$ cat src/rtl/mem_arbiter.sv
// Single-port RAM arbiter between instruction fetch and data access.
// Data wins by default; a pending fetch is forced ahead after STARVE_MAX data grants.
module mem_arbiter #(
  parameter int STARVE_MAX = 4
) (
  input  logic        CLK,
  input  logic        nRST,
  input  logic        iREN,
  input  logic [31:0] iaddr,
  output logic        iwait,
  output logic [31:0] iload,
  input  logic        dREN,
  input  logic        dWEN,
  input  logic [31:0] daddr,
  input  logic [31:0] dstore,
  output logic        dwait,
  output logic [31:0] dload,
  output logic        ramREN,
  output logic        ramWEN,
  output logic [31:0] ramaddr,
  output logic [31:0] ramstore,
  input  logic [31:0] ramload,
  input  logic        ram_ready
);

  localparam int CW = (STARVE_MAX < 1) ? 1 : $clog2(STARVE_MAX + 1);
  localparam logic [CW-1:0] SMAX = CW'(STARVE_MAX);

  typedef enum logic [1:0] {
    IDLE  = 2'd0,
    DSERV = 2'd1,
    ISERV = 2'd2
  } state_t;

  state_t          r_state;
  logic [CW-1:0]   r_starve_cnt;
  logic            r_ramREN;
  logic            r_ramWEN;
  logic [31:0]     r_ramaddr;
  logic [31:0]     r_ramstore;

  logic w_ireq;
  logic w_dreq;
  logic w_starved;
  logic w_grant_i;
  logic w_grant_d;

  assign w_ireq    = iREN;
  assign w_dreq    = dREN | dWEN;
  assign w_starved = w_ireq & (r_starve_cnt >= SMAX);
  assign w_grant_i = w_starved | (w_ireq & ~w_dreq);
  assign w_grant_d = ~w_starved & w_dreq;

  // Arbitration FSM; RAM outputs are latched at grant so requesters may change inputs mid-service.
  always_ff @(posedge CLK or negedge nRST) begin
    if (!nRST) begin
      r_state      <= IDLE;
      r_starve_cnt <= {CW{1'b0}};
      r_ramREN     <= 1'b0;
      r_ramWEN     <= 1'b0;
      r_ramaddr    <= 32'd0;
      r_ramstore   <= 32'd0;
    end else begin
      case (r_state)
        IDLE: begin
          if (w_grant_i) begin
            r_state      <= ISERV;
            r_ramREN     <= 1'b1;
            r_ramWEN     <= 1'b0;
            r_ramaddr    <= iaddr;
            r_ramstore   <= 32'd0;
            r_starve_cnt <= {CW{1'b0}};
          end else if (w_grant_d) begin
            r_state    <= DSERV;
            r_ramREN   <= ~dWEN;
            r_ramWEN   <= dWEN;
            r_ramaddr  <= daddr;
            r_ramstore <= dstore;
            if (!iREN) begin
              r_starve_cnt <= {CW{1'b0}};
            end else if (r_starve_cnt != SMAX) begin
              r_starve_cnt <= r_starve_cnt + CW'(1);
            end else begin
              r_starve_cnt <= r_starve_cnt;
            end
          end else if (!iREN) begin
            r_starve_cnt <= {CW{1'b0}};
          end else begin
            r_starve_cnt <= r_starve_cnt;
          end
        end
        DSERV, ISERV: begin
          if (ram_ready) begin
            r_state    <= IDLE;
            r_ramREN   <= 1'b0;
            r_ramWEN   <= 1'b0;
            r_ramaddr  <= 32'd0;
            r_ramstore <= 32'd0;
          end else begin
            r_state <= r_state;
          end
        end
        default: begin
          r_state    <= IDLE;
          r_ramREN   <= 1'b0;
          r_ramWEN   <= 1'b0;
          r_ramaddr  <= 32'd0;
          r_ramstore <= 32'd0;
        end
      endcase
    end
  end

  assign ramREN   = r_ramREN;
  assign ramWEN   = r_ramWEN;
  assign ramaddr  = r_ramaddr;
  assign ramstore = r_ramstore;

  // Wait drops only in the completing cycle of the requester's own service.
  assign iwait = w_ireq & ~((r_state == ISERV) & ram_ready);
  assign dwait = w_dreq & ~((r_state == DSERV) & ram_ready);
  assign iload = (r_state == ISERV) ? ramload : 32'd0;
  assign dload = (r_state == DSERV) ? ramload : 32'd0;

endmodule
$ cat config.mk
export PLATFORM = sky130hd
export DESIGN_NAME = mem_arbiter
export DESIGN_NICKNAME = d
export VERILOG_FILES = /design/src/rtl/mem_arbiter.sv
export SDC_FILE = /design/constraint.sdc
export NUM_CORES = 1
export LEC_CHECK = 0
export CORE_UTILIZATION = 30
export CTS_BUF_LIST = sky130_fd_sc_hd__clkbuf_8
export CTS_CLUSTER_DIAMETER = 120
export DETAILED_ROUTE_END_ITERATION = 7
export PLACE_DENSITY = 0.71
export SYNTH_ARGS = -nofsm -noshare
export SYNTH_HDL_FRONTEND = slang
export SYNTH_SLANG_ARGS = --single-unit
$ cat constraint.sdc
create_clock -name CLK -period 3.06 [get_ports CLK]
set_clock_uncertainty 0.15 [all_clocks]
set_input_delay 0.918 -clock CLK [delete_from_list [all_inputs] [get_ports CLK]]
set_output_delay 0.918 -clock CLK [all_outputs]
set_load 0.05 [all_outputs]
==> results.ini, run 1 <==
[place]
routabilityCongestion=0.864
port_buffers=265
hpwl_mm=10.8

[clock_network]
cts_tree=done
clock_latency_ns=0.33
cts-root-buf=clkbuf_8
cts_buffers=9
cts_num_sinks=71
path_clk_slew_ns=0.08
clk_path_buf_depth=2
htree_levels=3
post_cts_buffers=0

[layout]
final_cell_mix=clkdlybuf4s50_1, dfrtp_1, buf_12, and2_1, nand4_1
fin_nets=764
final_common_cell=clkdlybuf4s50_1
syn_to_final_growth_pct=99.6
drive_gt1_frac=0.170
antenna_cells=0
final_util=0.616
n_fill_cell=993

[sta]
grt_setup_unrepaired=false
hold_violations=0
worst_pin_slew_ns=0.873
max_freq_mhz=337
period_needed_ns=2.97
setup_viol=0
slew_violations=0
fin_crit_sh=0.971
fin_tns_setup_ns=0
relSlewSlack=0.418

[logic_synthesis]
yosys.area.top_type=dfrtp_1
syn-num-nets=516
syn-mean-instance-area_um2=9.87
synth_edf_count=0
ys_warn_count=0
ys_types=26
ys_ff_latch=71
synth_top_area_frac=0.477
syn-instance-count=377
synth_area_leaders=dfrtp_1, and2_1, a22o_1
ys_seq_area_frac=0.477
synth-async-reset-ratio=1.00
synth_area_mm2=0.00372
synth-main-ff-cell=dfrtp_1

[setup_path]
critPathArrivalTime_ns=1.90
crit_chain=clkdlybuf4s50_1 -> nor2_1 -> a21oi_2 -> buf_12
crit_required_ns=1.99
critPathSlowestCell=clkdlybuf4s50_1
r2r-end=ramaddr[8]
worstSetupStartpointType=input pin
r2r_setup_slack_ns=0.97
critical_path_class=input pin to output port
cp-startpoint=dREN
r2r_start=r_state[0]
crit_fanout=4
r2r_cells=6
worst_path_largest_cell_delay_ns=0.57
end_kind=output port

[global_routing]
grt_pass1_wl_mm=21.6
overflow=0
grtUsageTotal=0.218
antenna_found_initial=0
grt_max_degree=72
first_global_vias=3886

[outcome]
status=finished, final reports clean

[detailed_routing]
firstDrtPassIters=4
ant_nets=0
wl_mm=14.2
via_per_inst=5.10
drt_iter0_drc=317
vias=4066
drcViolationCount=0
wl_per_cell_um=17.8

[floorplanning]
dieHeight_um=113
rows=40
io_pins=266
dieArea_mm2=0.0129
die_width_um=113
start_util=0.309
coreArea_mm2=0.0121

[power]
p_per_area_mw_per_mm2=1020
p_leak_nw=3.01
ir_drop_mv=0.539

[hold_path]
whs_endpoint=ramstore[29]
min_path_type=register to register
hold_start=ramstore[29]
hold_depth=1

[flow_run]
max_cap_viol_count=0

repair_timing:
action,4_1_cts,5_1_grt
gates resized for setup,0,1
hold endpoints to repair,0,0
endpoints found under the setup margin,0,1
hold buffers,0,0
where the power goes:
part	switching, mW	total, mW	internal, mW
logic	3.20	5.16	1.96
clock network	0.349	0.802	0.453
registers	0.250	1.61	1.36
logic make-up after synthesis:
kind of cell,share of synthesized area
DFF,0.477
buffers and inverters,0.0629
AOI/OAI and AO/OA,0.261
adders and majority gates,0.0168
muxes,0.00403
and+or+nand+nor,0.178
per-stage QoR:
| step | worst slack (ns) | hold slack (ns) | std cells | total power, mW | area (um2) |
|---|---|---|---|---|---|
| floorplan | 0.00688 | 0.328 | 377 | 4.69 | 3730 |
| global route | 0.0357 | 0.370 | 798 | 7.90 | 7430 |
| CTS | 0.0333 | 0.362 | 798 | 7.61 | 7430 |
| finish | 0.0895 | 0.356 | 798 | 7.57 | 7430 |
| global placement | 0.0208 | 0.339 | 782 | 6.72 | 7210 |
| detailed placement | 0.0347 | 0.340 | 782 | 6.79 | 7210 |
cell usage after synthesis, types with 5 or more instances:
master,count
ha_1,5
clkbuf_1,34
buf_2,7
nand2_1,5
o211ai_1,32
inv_1,6
a22o_1,33
a31oi_1,32
nand4_1,34
a21oi_1,35
and2_1,65
dfrtp_1,71
worst max-delay path by stage:
| stage | endpoint | slack [ns] |
|---|---|---|
| 4_1_cts | dwait | 0.03 |
| 3_5_place_dp | dwait | 0.03 |
| 2_1_floorplan | iwait | 0.007 |
| 6_report | dwait | 0.09 |
| 3_3_place_gp | dwait | 0.02 |
| 5_1_grt | iload[16] | 0.04 |
flip-flops by register name (all words and copies together) (netlist names):
register	cells
ramstore	32
r_state	2
ramWEN	1
ramaddr	32
r_starve_cnt	3
ramREN	1
per-layer routing:
metal	global-route usage	vias to the layer above	wire length (um)
met3	0.0478	8	836
met2	0.390	179	7420
met5	0	-	0
li1	-	1904	-
met4	0.0482	0	99
met1	0.268	1975	5890
layout make-up:
type	instances	area [um2]	share of cell area
Clock buffer	9	124	0.0167
Multi-Input combinational cell	254	1740	0.234
Timing Repair Buffer	283	3470	0.467
Tap cell	168	210	0.0283
Inverter	6	22.5	0.00303
Clock inverter	7	88.8	0.0120
Sequential cell	71	1780	0.239
critical path: cells and delay by family:
kind / cells / cell delay [ns]
buf+inv: 2 / 0.73
simple gates: 1 / 0.09
compound gates: 1 / 0.16
Power figures use the tool's default switching activity.
==> run 2: changes to the inputs <==
Settings changed: CORE_ASPECT_RATIO set to 1.75.
==> run 2 against run 1 <==
Largest cell class unchanged; power increased by 1.2%; cell area unchanged; setup slack better by 0.0043 ns; non-clock buffer count down 3; largest power group unchanged; sequential power is essentially flat; register-to-register slack about the same; critical path depth stayed put; core utilization is essentially flat.
==> results.ini, run 2 (synthesis results as in run 1) <==
[layout]
layoutNonFillerInstCount=792  ; -0.75%
fin_nets=761  ; -0.39%
antenna_cells=0  ; unchanged
final_common_cell=clkdlybuf4s50_1
drive_gt1_frac=0.167  ; -0.00238
multi_input_area_mm2=0.00174  ; +0.14%
fin_area_mm2=0.00743  ; unchanged
final_cell_mix=clkdlybuf4s50_1, dfrtp_1, buf_12, and2_1, nand4_1
seq_area_mm2=0.00178  ; unchanged
syn_to_final_growth_pct=99.6  ; unchanged
n_fill_cell=1007  ; +1.4%
final_util=0.616  ; about the same

[power]
p_clk_frac=0.116  ; +0.010
combPwrFrac=0.676  ; -0.006
ir_drop_mv=0.498  ; -7.7%
p_leak_nw=3.01  ; +0.10%
power_switching_mw=3.81  ; +0.27%
internal_power_mw=3.85  ; +2.1%
power_mw=7.66  ; +1.2%
p_per_area_mw_per_mm2=1030  ; +1.2%
sw_frac_of_total=0.498  ; -0.00443
seq_power_share=0.208  ; -0.004

[clock_network]
holdBufCountCts=0  ; unchanged
cts_tree=done
htree_levels=3  ; unchanged
clock_latency_ns=0.34  ; about the same
path_clk_slew_ns=0.07  ; about the same
clk_path_buf_depth=2  ; unchanged
cts-root-buf=clkbuf_8
cts_buffers=9  ; unchanged
cts_num_sinks=71  ; unchanged

[place]
dp_slack_ns=-0.00293  ; -0.0377 ns
place_inst=776  ; -0.77%
place_area_mm2=0.00719  ; -0.36%
routabilityCongestion=0.772  ; -11%
hpwl_mm=10.9  ; +1.5%
port_buffers=265  ; unchanged

[detailed_routing]
via_per_inst=5.18  ; +1.6%
drcViolationCount=0  ; unchanged
wl_per_cell_um=18.2  ; +2.2%
ant_nets=0  ; unchanged
wl_mm=14.4  ; +1.4%
drt_iter0_drc=186  ; -41%
firstDrtPassIters=4  ; unchanged
vias=4100  ; +0.84%

[global_routing]
grtUsageTotal=0.223  ; +0.00503
grt_pass1_wl_mm=22.0  ; +2.1%
grt_max_degree=72  ; unchanged
overflow=0  ; unchanged
grt_use_met3=0.0387  ; -0.00908
antenna_found_initial=0  ; unchanged
use_met2=0.427  ; +0.0368
first_global_vias=4061  ; +4.5%
grtUsageMet1=0.238  ; -0.0304
top_usage_layer=met2

[setup_path]
worst_path_largest_cell_delay_ns=0.56  ; about the same
cpLargestDelayFamily=buffers and inverters
critical_path_class=input pin to output port
r2r-end=ramaddr[14]
crit_required_ns=1.99  ; about the same
r2r_cells=6  ; unchanged
cp_num_buf_inv=2  ; unchanged
r2r_start=r_state[0]
cp-startpoint=dREN
crit_fanout=4  ; unchanged
critPathArrivalTime_ns=1.90  ; about the same
critPathSlowestCell=clkdlybuf4s50_1
r2r_setup_slack_ns=0.97  ; about the same
end_kind=output port
crit_chain=clkdlybuf4s50_1 -> nor2_2 -> a21oi_2 -> buf_12
worstSetupStartpointType=input pin

[floorplanning]
dieArea_mm2=0.0129  ; +0.13%
rows=53  ; +33%
io_pins=266  ; unchanged
coreArea_mm2=0.0121  ; about the same
die_width_um=86.2  ; -24%
start_util=0.308  ; about the same
dieHeight_um=149  ; +32%

[outcome]
status=finished, final reports clean

[sta]
setup_ws_ns=0.0937  ; +0.00425 ns
period_needed_ns=2.97  ; -0.00425 ns
setup_viol=0  ; unchanged
slew_violations=0  ; unchanged
fin_crit_sh=0.969  ; -0.00139
hold_violations=0  ; unchanged
grt_setup_unrepaired=false
worst_pin_slew_ns=0.873  ; +0.000284 ns
relSlewSlack=0.418  ; about the same
max_freq_mhz=337  ; +0.14%
holdWs_ns=0.353  ; -0.00324 ns
fin_tns_setup_ns=0  ; unchanged

[hold_path]
hold_depth=1  ; unchanged
hold_start=ramstore[7]
whs_endpoint=ramstore[7]
min_path_type=register to register

[flow_run]
max_cap_viol_count=0  ; unchanged

run 2: changes by cell type in the layout (fill, tap and decap cells not counted), sizes merged:
cell / before / now
buf: 85 / 82
clkinvlp: 2 / 0
bufinv: 2 / 3
clkinv: 2 / 3
run 2: power by group through the flow:
stage          Sequential, mW  Clock (mW)  Combinational (mW)
2_1_floorplan            2.99           0                1.70
3_3_place_gp             1.59           0                5.12
3_5_place_dp             1.61           0                5.20
4_1_cts                  1.59       0.915                5.21
5_1_grt                  1.65       0.948                5.40
6_report                 1.59       0.886                5.18
run 2: worst max-delay path by stage:
stage               slack (ns)  depth (start not counted)    end
global route              0.03                          4  dwait
global placement          0.03                          4  dwait
CTS                       0.05                          4  dwait
detailed placement      -0.003                          4  dwait
floorplan                0.007                          4  iwait
finish                    0.09                          4  dwait
run 2: cell type report:
type / count / share of cell area
inverter: 6 / 0.00303
clock buffer: 9 / 0.0167
tap: 165 / 0.0278
sequential: 71 / 0.239
multi-input combinational: 254 / 0.234
timing repair buffer: 280 / 0.464
clock inverter: 7 / 0.0152
run 2: timing repair:
item / CTS / global route
setup buffers: 0 / 0
endpoints found under the setup margin: 1 / 1
resized for setup: 1 / 1
run 2: metal layers:
| metal | up-vias | share of wire | routed length (um) |
|---|---|---|---|
| li1 | 1895 | - | - |
| met1 | 1993 | 0.36 | 5160 |
| met2 | 191 | 0.57 | 8220 |
| met3 | 21 | 0.057 | 824 |
| met4 | 0 | 0.016 | 238 |
| met5 | - | 0 | 0 |
==> run 3: changes to the inputs <==
Settings changed: CORE_ASPECT_RATIO 1.75 to unset, CORE_UTILIZATION 30 to 36, PLACE_DENSITY 0.71 to 0.83.
==> run 3 against run 2 <==
Clock-buffer cell count did not move; largest cell class unchanged; critical path type unchanged; non-clock buffer count grew 2; core utilization up 13 points; cell count shrank 3.8%; combinational power is essentially flat; first-iteration DRC count up 34%; setup slack lost 0.037 ns; routed wire length fell by 2.7%; sequential power about the same.
==> results.ini, run 3 (synthesis results as in run 1) <==
[setup_path]
critical_path_class=input pin to output port
r2r_setup_slack_ns=0.94  ; -0.03 ns
r2r-end=ramstore[12]
critPathArrivalTime_ns=1.94  ; +0.04 ns
r2r_start=r_state[0]
crit_required_ns=1.99  ; about the same
cpLargestDelayFamily=buffers and inverters
crit_fanout=2  ; -2
cp_num_buf_inv=2  ; unchanged
crit_chain=clkdlybuf4s50_1 -> nor2_1 -> a21oi_1 -> buf_12
end_kind=output port
worst_path_largest_cell_delay_ns=0.53  ; -0.03 ns
critPathSlowestCell=clkdlybuf4s50_1
r2r_cells=7  ; +1
cp-startpoint=dREN
worstSetupStartpointType=input pin

[place]
place_area_mm2=0.00716  ; -0.35%
routabilityCongestion=0.955  ; +24%
hpwl_mm=10.5  ; -3.8%
place_inst=746  ; -3.9%
dp_slack_ns=0.0796  ; +0.0825 ns
port_buffers=265  ; unchanged

[detailed_routing]
drcViolationCount=0  ; unchanged
firstDrtPassIters=4  ; unchanged
wl_mm=14.0  ; -2.7%
vias=4066  ; -0.83%
ant_nets=0  ; unchanged
drt_iter0_drc=249  ; +34%
wl_per_cell_um=18.4  ; +1.1%
via_per_inst=5.34  ; +3.1%

[floorplanning]
dieHeight_um=104  ; -31%
dieArea_mm2=0.0108  ; -16%
coreArea_mm2=0.00991  ; -18%
start_util=0.376  ; +0.0672
rows=36  ; -32%
die_width_um=104  ; +20%
io_pins=266  ; unchanged

[layout]
layoutNonFillerInstCount=762  ; -3.8%
antenna_cells=0  ; unchanged
drive_gt1_frac=0.169  ; +0.00106
fin_nets=763  ; +0.26%
final_common_cell=clkdlybuf4s50_1
final_cell_mix=clkdlybuf4s50_1, dfrtp_1, buf_12, and2_1
syn_to_final_growth_pct=98.4
fin_area_mm2=0.00739  ; -0.61%
final_util=0.745  ; +0.130

[clock_network]
clk_path_buf_depth=2  ; unchanged
cts-root-buf=clkbuf_8
cts_tree=done
cts_buffers=9  ; unchanged
path_clk_slew_ns=0.08  ; about the same
cts_num_sinks=71  ; unchanged
htree_levels=3  ; unchanged
clock_latency_ns=0.33  ; about the same
post_cts_buffers=0  ; unchanged

[power]
seq_power_share=0.212  ; +0.004
power_switching_mw=3.81  ; -0.10%
internal_power_mw=3.78  ; -1.6%
p_per_area_mw_per_mm2=1030  ; -0.24%
ir_drop_mv=0.605  ; +22%
p_leak_nw=3.00  ; -0.29%
combPwrFrac=0.681  ; +0.005
power_mw=7.59  ; -0.85%
sw_frac_of_total=0.502  ; +0.00375
p_clk_frac=0.108  ; -0.008

[sta]
period_needed_ns=3.00  ; +0.0371 ns
max_freq_mhz=333  ; -1.2%
setup_ws_ns=0.0566  ; -0.0371 ns
fin_tns_setup_ns=0  ; unchanged
fin_crit_sh=0.982  ; +0.0121
grt_setup_unrepaired=false
setup_viol=0  ; unchanged
holdWs_ns=0.359  ; +0.00640 ns
hold_violations=0  ; unchanged
slew_violations=0  ; unchanged
worst_pin_slew_ns=0.871  ; -0.00206 ns
relSlewSlack=0.419  ; +0.00137

[global_routing]
overflow=0  ; unchanged
first_global_vias=4115  ; +1.3%
grt_pass1_wl_mm=22.2  ; +0.75%
antenna_found_initial=0  ; unchanged
grtUsageTotal=0.260  ; +0.0374
grt_max_degree=72  ; unchanged

[hold_path]
whs_endpoint=ramstore[29]
hold_start=ramstore[29]
hold_depth=1  ; unchanged
min_path_type=register to register

[flow_run]
max_cap_viol_count=0  ; unchanged

[outcome]
status=finished, final reports clean

-- run 3: repair_timing --
item | 4_1_cts | 5_1_grt
gates resized for setup | 0 | 1
hold buffers | 0 | 0
endpoints found under the setup margin | 0 | 21
-- run 3: worst max-delay path by stage --
stage / slack (ns) / cells after the start / endpoint
2_1_floorplan: 0.007 / 4 / iwait
3_3_place_gp: 0.09 / 4 / dwait
3_5_place_dp: 0.08 / 4 / dwait
4_1_cts: 0.07 / 5 / dload[31]
5_1_grt: 0.06 / 4 / dwait
6_report: 0.06 / 4 / dwait
-- run 3: cell type report --
type                       instances  area, um2
timing repair buffer             282       3460
fill                             671       2520
sequential                        71       1780
multi-input combinational        254       1740
tap                              133        166
clock buffer                       9        124
clock inverter                     7       96.3
inverter                           6       22.5
-- run 3: power by group through the flow --
| stage | Sequential, mW | Combinational, mW | Clock [mW] |
|---|---|---|---|
| 2_1_floorplan | 2.99 | 1.70 | 0 |
| 3_3_place_gp | 1.60 | 5.10 | 0 |
| 3_5_place_dp | 1.62 | 5.18 | 0 |
| 4_1_cts | 1.60 | 5.19 | 0.842 |
| 5_1_grt | 1.66 | 5.39 | 0.885 |
| 6_report | 1.61 | 5.17 | 0.817 |
-- run 3: worst register-to-register path: stages (launching register included) --
cell and delay (ns):
dfrtp_1 0.41, inv_1 0.09, ha_2 0.20, buf_4 0.34, inv_1 0.17, a2111oi_4 0.27, buf_12 0.23, a22o_1 0.18
-- run 3: routing by layer --
| layer | up-vias | track usage | share of wire |
|---|---|---|---|
| met2 | 184 | 0.463 | 0.52 |
| met3 | 26 | 0.0680 | 0.062 |
| li1 | 1907 | - | - |
| met1 | 1949 | 0.305 | 0.40 |
| met4 | 0 | 0.0847 | 0.023 |
| met5 | - | 0 | 0 |
